===== src/rtl/bram_writer.sv =====
// Byte-stream to BRAM fill stage: packs input lanes LSB-first into words and
// writes them to consecutive addresses, with byte enables for a short last word.
module bram_writer #(
    parameter int unsigned ADDRESS_WIDTH  = 13,
    parameter int unsigned DATA_IN_WIDTH  = 8,
    parameter int unsigned DATA_OUT_WIDTH = 32,
    parameter int unsigned DEPTH          = 8192
) (
    input  logic                        clk_i,
    input  logic                        rst_i,
    input  logic                        start_i,
    input  logic [DATA_IN_WIDTH-1:0]    data_i,
    input  logic                        valid_i,
    input  logic                        last_i,
    output logic                        ready_o,
    output logic [ADDRESS_WIDTH-1:0]    bram_addr,
    output logic                        bram_en,
    output logic [DATA_OUT_WIDTH/8-1:0] bram_we,
    output logic [DATA_OUT_WIDTH-1:0]   bram_data_o,
    output logic                        done_o,
    output logic                        full_o,
    output logic [ADDRESS_WIDTH:0]      word_count_o
);

    localparam int unsigned RATIO     = DATA_OUT_WIDTH / DATA_IN_WIDTH;
    localparam int unsigned LANE_W    = $clog2(RATIO);
    localparam int unsigned BPL       = DATA_IN_WIDTH / 8;
    localparam int unsigned WE_W      = DATA_OUT_WIDTH / 8;
    localparam int unsigned CNT_W     = ADDRESS_WIDTH + 1;
    localparam int unsigned LAST_LANE = RATIO - 1;
    localparam int unsigned LAST_ADDR = DEPTH - 1;

    typedef enum logic [2:0] {
        S_IDLE,
        S_PACK,
        S_WRITE,
        S_DONE,
        S_FULL
    } state_e;

    state_e                    state_q, state_d;
    logic [LANE_W-1:0]         lane_q, lane_d;
    logic [DATA_OUT_WIDTH-1:0] pack_q, pack_d;
    logic                      last_q, last_d;
    logic [ADDRESS_WIDTH-1:0]  addr_q, addr_d;
    logic [CNT_W-1:0]          count_q, count_d;
    logic                      full_q, full_d;
    logic                      done_q, done_d;
    logic                      ready_q, ready_d;
    logic                      en_q, en_d;
    logic [WE_W-1:0]           we_q, we_d;
    logic [WE_W-1:0]           mask;
    logic                      accept;

    // Next-state, datapath and registered-output computation.
    always_comb begin
        state_d = state_q;
        lane_d  = lane_q;
        pack_d  = pack_q;
        last_d  = last_q;
        addr_d  = addr_q;
        count_d = count_q;
        full_d  = full_q;
        mask    = '0;
        accept  = valid_i && ready_q;

        unique case (state_q)
            S_IDLE: begin
                if (start_i) begin
                    state_d = S_PACK;
                    lane_d  = '0;
                    pack_d  = '0;
                    last_d  = 1'b0;
                    addr_d  = '0;
                    count_d = '0;
                    full_d  = 1'b0;
                end
            end
            S_PACK: begin
                if (start_i) begin
                    lane_d  = '0;
                    pack_d  = '0;
                    last_d  = 1'b0;
                    addr_d  = '0;
                    count_d = '0;
                    full_d  = 1'b0;
                end else if (accept) begin
                    for (int unsigned i = 0; i < RATIO; i++) begin
                        if (lane_q == LANE_W'(i)) begin
                            pack_d[i*DATA_IN_WIDTH +: DATA_IN_WIDTH] = data_i;
                        end
                        if (LANE_W'(i) <= lane_q) begin
                            mask[i*BPL +: BPL] = '1;
                        end
                    end
                    lane_d = LANE_W'(lane_q + LANE_W'(1));
                    if (lane_q == LANE_W'(LAST_LANE) || last_i) begin
                        state_d = S_WRITE;
                        last_d  = last_i;
                    end
                end
            end
            S_WRITE: begin
                addr_d  = ADDRESS_WIDTH'(addr_q + ADDRESS_WIDTH'(1));
                count_d = CNT_W'(count_q + CNT_W'(1));
                lane_d  = '0;
                pack_d  = '0;
                last_d  = 1'b0;
                // A restart during the write lets the write finish, then clears the frame.
                if (start_i) begin
                    state_d = S_PACK;
                    addr_d  = '0;
                    count_d = '0;
                    full_d  = 1'b0;
                end else if (addr_q == ADDRESS_WIDTH'(LAST_ADDR)) begin
                    state_d = S_FULL;
                    full_d  = 1'b1;
                end else if (last_q) begin
                    state_d = S_DONE;
                end else begin
                    state_d = S_PACK;
                end
            end
            S_DONE, S_FULL: begin
                if (start_i) begin
                    state_d = S_PACK;
                    lane_d  = '0;
                    pack_d  = '0;
                    last_d  = 1'b0;
                    addr_d  = '0;
                    count_d = '0;
                    full_d  = 1'b0;
                end else if (state_q == S_DONE) begin
                    state_d = S_IDLE;
                end
            end
            default: begin
                state_d = S_IDLE;
            end
        endcase

        ready_d = (state_d == S_PACK);
        en_d    = (state_d == S_WRITE);
        we_d    = (state_d == S_WRITE) ? mask : '0;
        done_d  = (state_d == S_DONE) ||
                  (state_q == S_WRITE && state_d == S_FULL && last_q);
    end

    always_ff @(posedge clk_i or negedge rst_i) begin
        if (!rst_i) begin
            state_q <= S_IDLE;
            lane_q  <= '0;
            pack_q  <= '0;
            last_q  <= 1'b0;
            addr_q  <= '0;
            count_q <= '0;
            full_q  <= 1'b0;
            done_q  <= 1'b0;
            ready_q <= 1'b0;
            en_q    <= 1'b0;
            we_q    <= '0;
        end else begin
            state_q <= state_d;
            lane_q  <= lane_d;
            pack_q  <= pack_d;
            last_q  <= last_d;
            addr_q  <= addr_d;
            count_q <= count_d;
            full_q  <= full_d;
            done_q  <= done_d;
            ready_q <= ready_d;
            en_q    <= en_d;
            we_q    <= we_d;
        end
    end

    assign ready_o      = ready_q;
    assign bram_addr    = addr_q;
    assign bram_en      = en_q;
    assign bram_we      = we_q;
    assign bram_data_o  = pack_q;
    assign done_o       = done_q;
    assign full_o       = full_q;
    assign word_count_o = count_q;

endmodule

===== config.mk =====
export PLATFORM = sky130hd
export DESIGN_NAME = bram_writer
export DESIGN_NICKNAME = d
export VERILOG_FILES = /design/src/rtl/bram_writer.sv
export SDC_FILE = /design/constraint.sdc
export NUM_CORES = 1
export LEC_CHECK = 0
export BUFFER_PORTS_ARGS = -buffer_cell sky130_fd_sc_hd__buf_2
export CAP_MARGIN = 5
export CORE_MARGIN = 4
export CORE_UTILIZATION = 40
export CTS_CLUSTER_SIZE = 8
export DETAILED_ROUTE_END_ITERATION = 8
export PLACE_DENSITY_LB_ADDON = 0.12
export REMOVE_ABC_BUFFERS = 1
export SLEW_MARGIN = 10
export SYNTH_ARGS = -nofsm -noshare
export SYNTH_HDL_FRONTEND = slang
export SYNTH_SLANG_ARGS = --single-unit

===== constraint.sdc =====
create_clock -name clk_i -period 2.4 [get_ports clk_i]
set_clock_uncertainty 0.1 [all_clocks]
set_input_delay 0.48 -clock clk_i [delete_from_list [all_inputs] [get_ports clk_i]]
set_output_delay 0.48 -clock clk_i [all_outputs]
set_load 0.02 [all_outputs]

==> out/summary.txt, run 1 <==
Initial drt markers - 90
I/O pins - 80
Setup Total Neg Slack - 0 ns
NumNets Final - 409
Mean area per synthesized cell - 11.44 µm²
Tot Pwr - 3.840 mW
Yosys top cell by area - dfrtp_1
Slew Limit Headroom - 0.5525
Async SR Flop Fraction - 1.000
Metal-1 WL - 3.855 mm
FP Rows - 33
Top cell type's share of synthesized area - 0.5376
Clock Pin Slew Worst Setup and Hold Paths - 0.08 ns
Post-route minimum period - 2.154 ns
P_int - 2.574 mW
Grt ovf - 0
DRC - 0
Worst-Margin Slew - 0.6683 ns
Post-Place Cells - 483
Syn Inst Count - 297
Final setup violation count - 0
Max Clock Freq - 464.2 MHz
Yosys warns - 0
H-tree depth - 3
CTS tree - done
Syn Std Cell Area - 3398 µm²
Total of max-cap violations - 0
Area of the multi-input gates - 1496 µm²
Sequential power share - 0.417
EDFF count, synth - 0
Combinational share of power - 0.275
Net switching power - 1.266 mW
Antenna Nets Post-Route - 0
DP HPWL - 5.876 mm
Pleak - 2.104 nW
Critical path arrival - 2.29 ns
Core Area - 8258 µm²
Final cycle utilization of the critical path - 0.8975
GRT Total Usage - 0.1723
Met2 routed WL - 3.870 mm
Worst hold slack - 0.2837 ns
Unrepaired setup endpoints after global routing - false
DR top layer - met4
Max clock buf depth - 2
Status - finished, final reports clean
Setup CP Type - register to register
Die Y-Extent - 100.2 µm
Worst ir drop on vdd - 0.6152 mV
CP required - 2.54 ns
Finished Layout Cells - 500
Clock sink count - 73
Metal3 WL - 362 µm
Switching Share - 0.3297
Flops & latches, synth - 73
Clock root cell - clkbuf_8
Die area - 10030 µm²
Worst setup EP type - register
Synth top cells by count - dfrtp_1, mux2_2, nand2_1
Register area - 1827 µm²
Vias - 2618
Max-slew violation count - 0
Clock Latency Late Sink - 0.36 ns
Share of cells above drive strength 1 - 0.3797
Vias in the first global route - 2596
Placer Congestion - 0.7879
Die W - 100.2 µm
Starting Density - 0.4115
P&R area growth vs syn - 24.52%
Synth Flop Type - dfrtp_1
Power Density - 907.5 nW/µm²
Synth area leaders - dfrtp_1, mux2_2, a21oi_1
Wirelength per Cell - 16.48 µm
First-pass GRT wire length - 13.47 mm
Num CTS Buffers - 9
Worst setup SP type - register
Initial antenna violation count - 0
Register area share after synthesis - 0.5376
Port bufs - 79
Hold Path Class - input port to register
Final hold vios - 0
Library cells used by synthesis - 45
Vias per cell - 5.236
Diode count - 0
Number of fill cells - 779
Critical Path Fanout Max - 11
Post-DP Area - 3979 µm²
Final Routed Wirelength - 8.238 mm
Pin count of the biggest net entering global routing - 32
1st-pass router iterations - 4
Most common cell in the netlist - dfrtp_1
Fin area - 4232 µm²
Clk pwr share - 0.308
## cells in the final DEF (no fill, tap or decap), types with 2 or more instances in the layout
cell	instances
mux2i_1	2
nand3_1	12
mux2_2	33
or3_1	7
nor2_2	4
a22o_1	3
ha_1	6
o21ai_0	14
nand2b_1	3
xor2_1	3
buf_4	12
o211ai_1	4
o31ai_1	9
nor3_1	3
a221o_1	2
bufinv_16	3
clkinvlp_4	2
nor2_1	16
and2_1	11
inv_1	5
or4_1	9
nand4_1	4
buf_2	79
a21oi_1	16
nor2b_1	2
nor3b_1	3
and3_1	4
nor4_1	2
nand2_1	21
clkbuf_8	9
dfrtp_1	73
## through the flow
stage / utilization / setup slack (ns)
3_5_place_dp: 0.4818 / 0.1677
5_1_grt: 0.5124 / 0.08418
3_3_place_gp: 0.4818 / 0.1815
4_1_cts: 0.5124 / 0.2054
6_report: 0.5124 / 0.2459
2_1_floorplan: - / 0.1710
## worst paths after layout
check | startpoint | end | slack, ns | cells past startpoint
min in group asynchronous | rst_i | word_count_o[9] | 0.45 | 2
hold / removal | last_i | last_q | 0.28 | 3
hold reg to reg | last_q | done_o | 0.40 | 2
max in group asynchronous | rst_i | bram_addr[1] | 1.19 | 3
setup reg to reg | state_q[0] | bram_data_o[2] | 0.25 | 4
setup / recovery | state_q[0] | bram_data_o[2] | 0.25 | 4
## what timing repair did
action | in CTS | in global routing
gates resized for setup | 0 | 0
endpoints found under the hold margin | 11 | 0
buffers inserted | 0 | 0
setup endpoints to repair | 0 | 0
hold buffers | 1 | 0
## layout make-up
class                   count  area share
multi-input cells         208      0.3536
flip-flops and latches     73      0.4317
repair buffers             93      0.1218
well taps                 105     0.03105
clock inverters             7     0.02809
inverters                   5    0.004435
clock buffers               9     0.02927
## worst max-delay path: stages, from the launching register on
cell and delay (ns):
dfrtp_1 0.51, o21ai_4 0.33, o311ai_4 0.22, nor2_2 0.48, mux2_2 0.40
## layer usage
metal | GRT usage | vias up
li1 | - | 1282
met1 | 0.2446 | 1273
met2 | 0.2559 | 51
met3 | 0.03683 | 12
met4 | 0.07150 | 0
met5 | 0 | -
## state kept, by name (all words and copies together), names as in the netlist
register / count
bram_addr: 13
bram_data_o: 32
bram_en: 1
bram_we: 4
done_o: 1
full_o: 1
lane_q: 2
last_q: 1
ready_o: 1
state_q: 3
word_count_o: 14
## kinds of logic after synthesis
logic type	count (synthesis)	synth area share
muxes	35	0.1152
adders and majority gates	6	0.02209
buffers and inverters	16	0.02209
xor gates and xnor gates	3	0.007733
AOI/OAI and AO/OA	56	0.1186
DFF	73	0.5376
and+or+nand+nor	108	0.1767
## power by group through the flow
stage / Combinational, mW / Sequential [mW] / Clock (mW)
floorplan: 0.431 / 1.85 / 0
global placement: 1.06 / 1.62 / 0
detailed placement: 1.08 / 1.62 / 0
CTS: 1.08 / 1.60 / 1.20
global route: 1.15 / 1.63 / 1.26
finish: 1.06 / 1.60 / 1.18
Note: power is estimated with default switching activity, not from simulation.
==> run 2: changes to the inputs <==
--- a/config.mk
+++ b/config.mk
@@ -5,7 +5,7 @@
 export SDC_FILE = /design/constraint.sdc
 export NUM_CORES = 1
 export LEC_CHECK = 0
-export BUFFER_PORTS_ARGS = -buffer_cell sky130_fd_sc_hd__buf_2
+export BUFFER_PORTS_ARGS = -buffer_cell sky130_fd_sc_hd__buf_4
 export CAP_MARGIN = 5
 export CORE_MARGIN = 4
 export CORE_UTILIZATION = 40
==> run 2 against run 1 <==
Total power shrank 1.8%. Final area increased by 2.6%. Die area unchanged. Count of clock-buffer cells in the layout rose by 1. Critical path depth up 1. Cell count is 1.2% lower. Setup slack worse by 0.087 ns. Sequential power about the same. Highest routed layer unchanged.
==> out/summary.txt, run 2 (synthesized netlist as in run 1, its figures left out) <==
Setup Total Neg Slack - 0 ns
DRC - 0
FP Rows - 33
Max-slew violation count - 0
Final Routed Wirelength - 8.097 mm
Fin area - 4342 µm²
Clock Latency Late Sink - 0.35 ns
1st-pass router iterations - 4
NumNets Final - 403
Post-route minimum period - 2.241 ns
Hold-fix buffers, CTS - 0
Post-DP Area - 4139 µm²
CP required - 2.53 ns
Worst setup EP type - register
Setup CP Type - register to register
Initial drt markers - 74
Finished Layout Cells - 494
Vias in the first global route - 2549
Post-cts sizing count - 0
Placer Congestion - 0.7995
H-tree depth - 3
Die area - 10030 µm²
Worst setup SP type - register
Core Area - 8258 µm²
Fin worst setup slack - 0.1589 ns
Critical path arrival - 2.37 ns
Die W - 100.2 µm
Status - finished, final reports clean
First-pass GRT wire length - 13.52 mm
Power Density - 868.2 nW/µm²
GRT Total Usage - 0.1709
Wirelength per Cell - 16.39 µm
Final hold vios - 0
Clock Pin Slew Worst Setup and Hold Paths - 0.08 ns
Commonest non-fill, non-tap cell in the layout - buf_4
Worst ir drop on vdd - 0.4151 mV
Worst hold slack - 0.03287 ns
Hold Path Class - input port to asynchronous set/reset pin
I/O pins - 80
Max Clock Freq - 446.2 MHz
Number of fill cells - 788
Final setup violation count - 0
Num CTS Buffers - 9
Clock sink count - 73
Grt ovf - 0
CTS tree - done
DP HPWL - 5.504 mm
Pre-CTS setup slack - 0.1622 ns
Post-Place Cells - 478
Die Y-Extent - 100.2 µm
Diode count - 0
Tot Pwr - 3.769 mW
Postcts setup bufs - 0
P&R area growth vs syn - 27.76%
Unrepaired setup endpoints after global routing - false
Vias - 2611
Pin count of the biggest net entering global routing - 74
Share of cells above drive strength 1 - 0.3728
Slew Limit Headroom - 0.5421
Vias per cell - 5.285
Worst-Margin Slew - 0.6838 ns
Final cycle utilization of the critical path - 0.9338
Commonest cells after routing, fill and taps aside - buf_4, dfrtp_1, mux2_2
Total of max-cap violations - 0
Final Core Density - 0.5258
Port bufs - 79
Pleak - 2.074 nW
Critical Path Fanout Max - 12
Starting Density - 0.4115
Number of flip-flops in the largest register - 32
Initial antenna violation count - 0
Max clock buf depth - 2
Clock root cell - clkbuf_8
Antenna Nets Post-Route - 0
## run 2: worst paths after layout
kind / from / slack (ns) / to / cells after the start
setup reg to reg: state_q[1] / 0.16 / bram_data_o[29] / 5
hold reg to reg: last_q / 0.40 / done_o / 2
min in group clk_i: last_i / 0.26 / last_q / 3
max in group asynchronous: rst_i / 1.84 / bram_addr[11] / 2
setup / recovery: state_q[1] / 0.16 / bram_data_o[29] / 5
hold / removal: rst_i / 0.03 / word_count_o[11] / 2
## run 2: per-layer routing
layer / up-vias / global-route usage / routed length, µm
met5: - / 0 / 0
met4: 0 / 0.06528 / 125
met3: 10 / 0.04239 / 358
met2: 49 / 0.2457 / 3685
met1: 1290 / 0.2485 / 3928
li1: 1262 / - / -
## run 2: worst max-delay path, cell delays in order (launching register included)
cell and delay (ns):
dfrtp_1 0.59, nor2b_1 0.19, buf_4 0.20, o311ai_4 0.17
nor2_2 0.48, mux2_2 0.40
## run 2: cell type report
cell class                      instances  area [µm²]  share of cell area
Timing Repair Buffer                   87       665.6              0.1533
Sequential cell                        73        1827              0.4207
Inverter                                5       18.77            0.004323
Multi-Input combinational cell        208        1496              0.3447
Clock buffer                           10       137.6             0.03170
Clock inverter                          6       65.06             0.01499
Tap cell                              105       131.4             0.03026
## run 2: power breakdown
group | internal [mW] | switching [mW]
clock network | 0.511 | 0.493
logic | 0.540 | 0.614
registers | 1.45 | 0.164
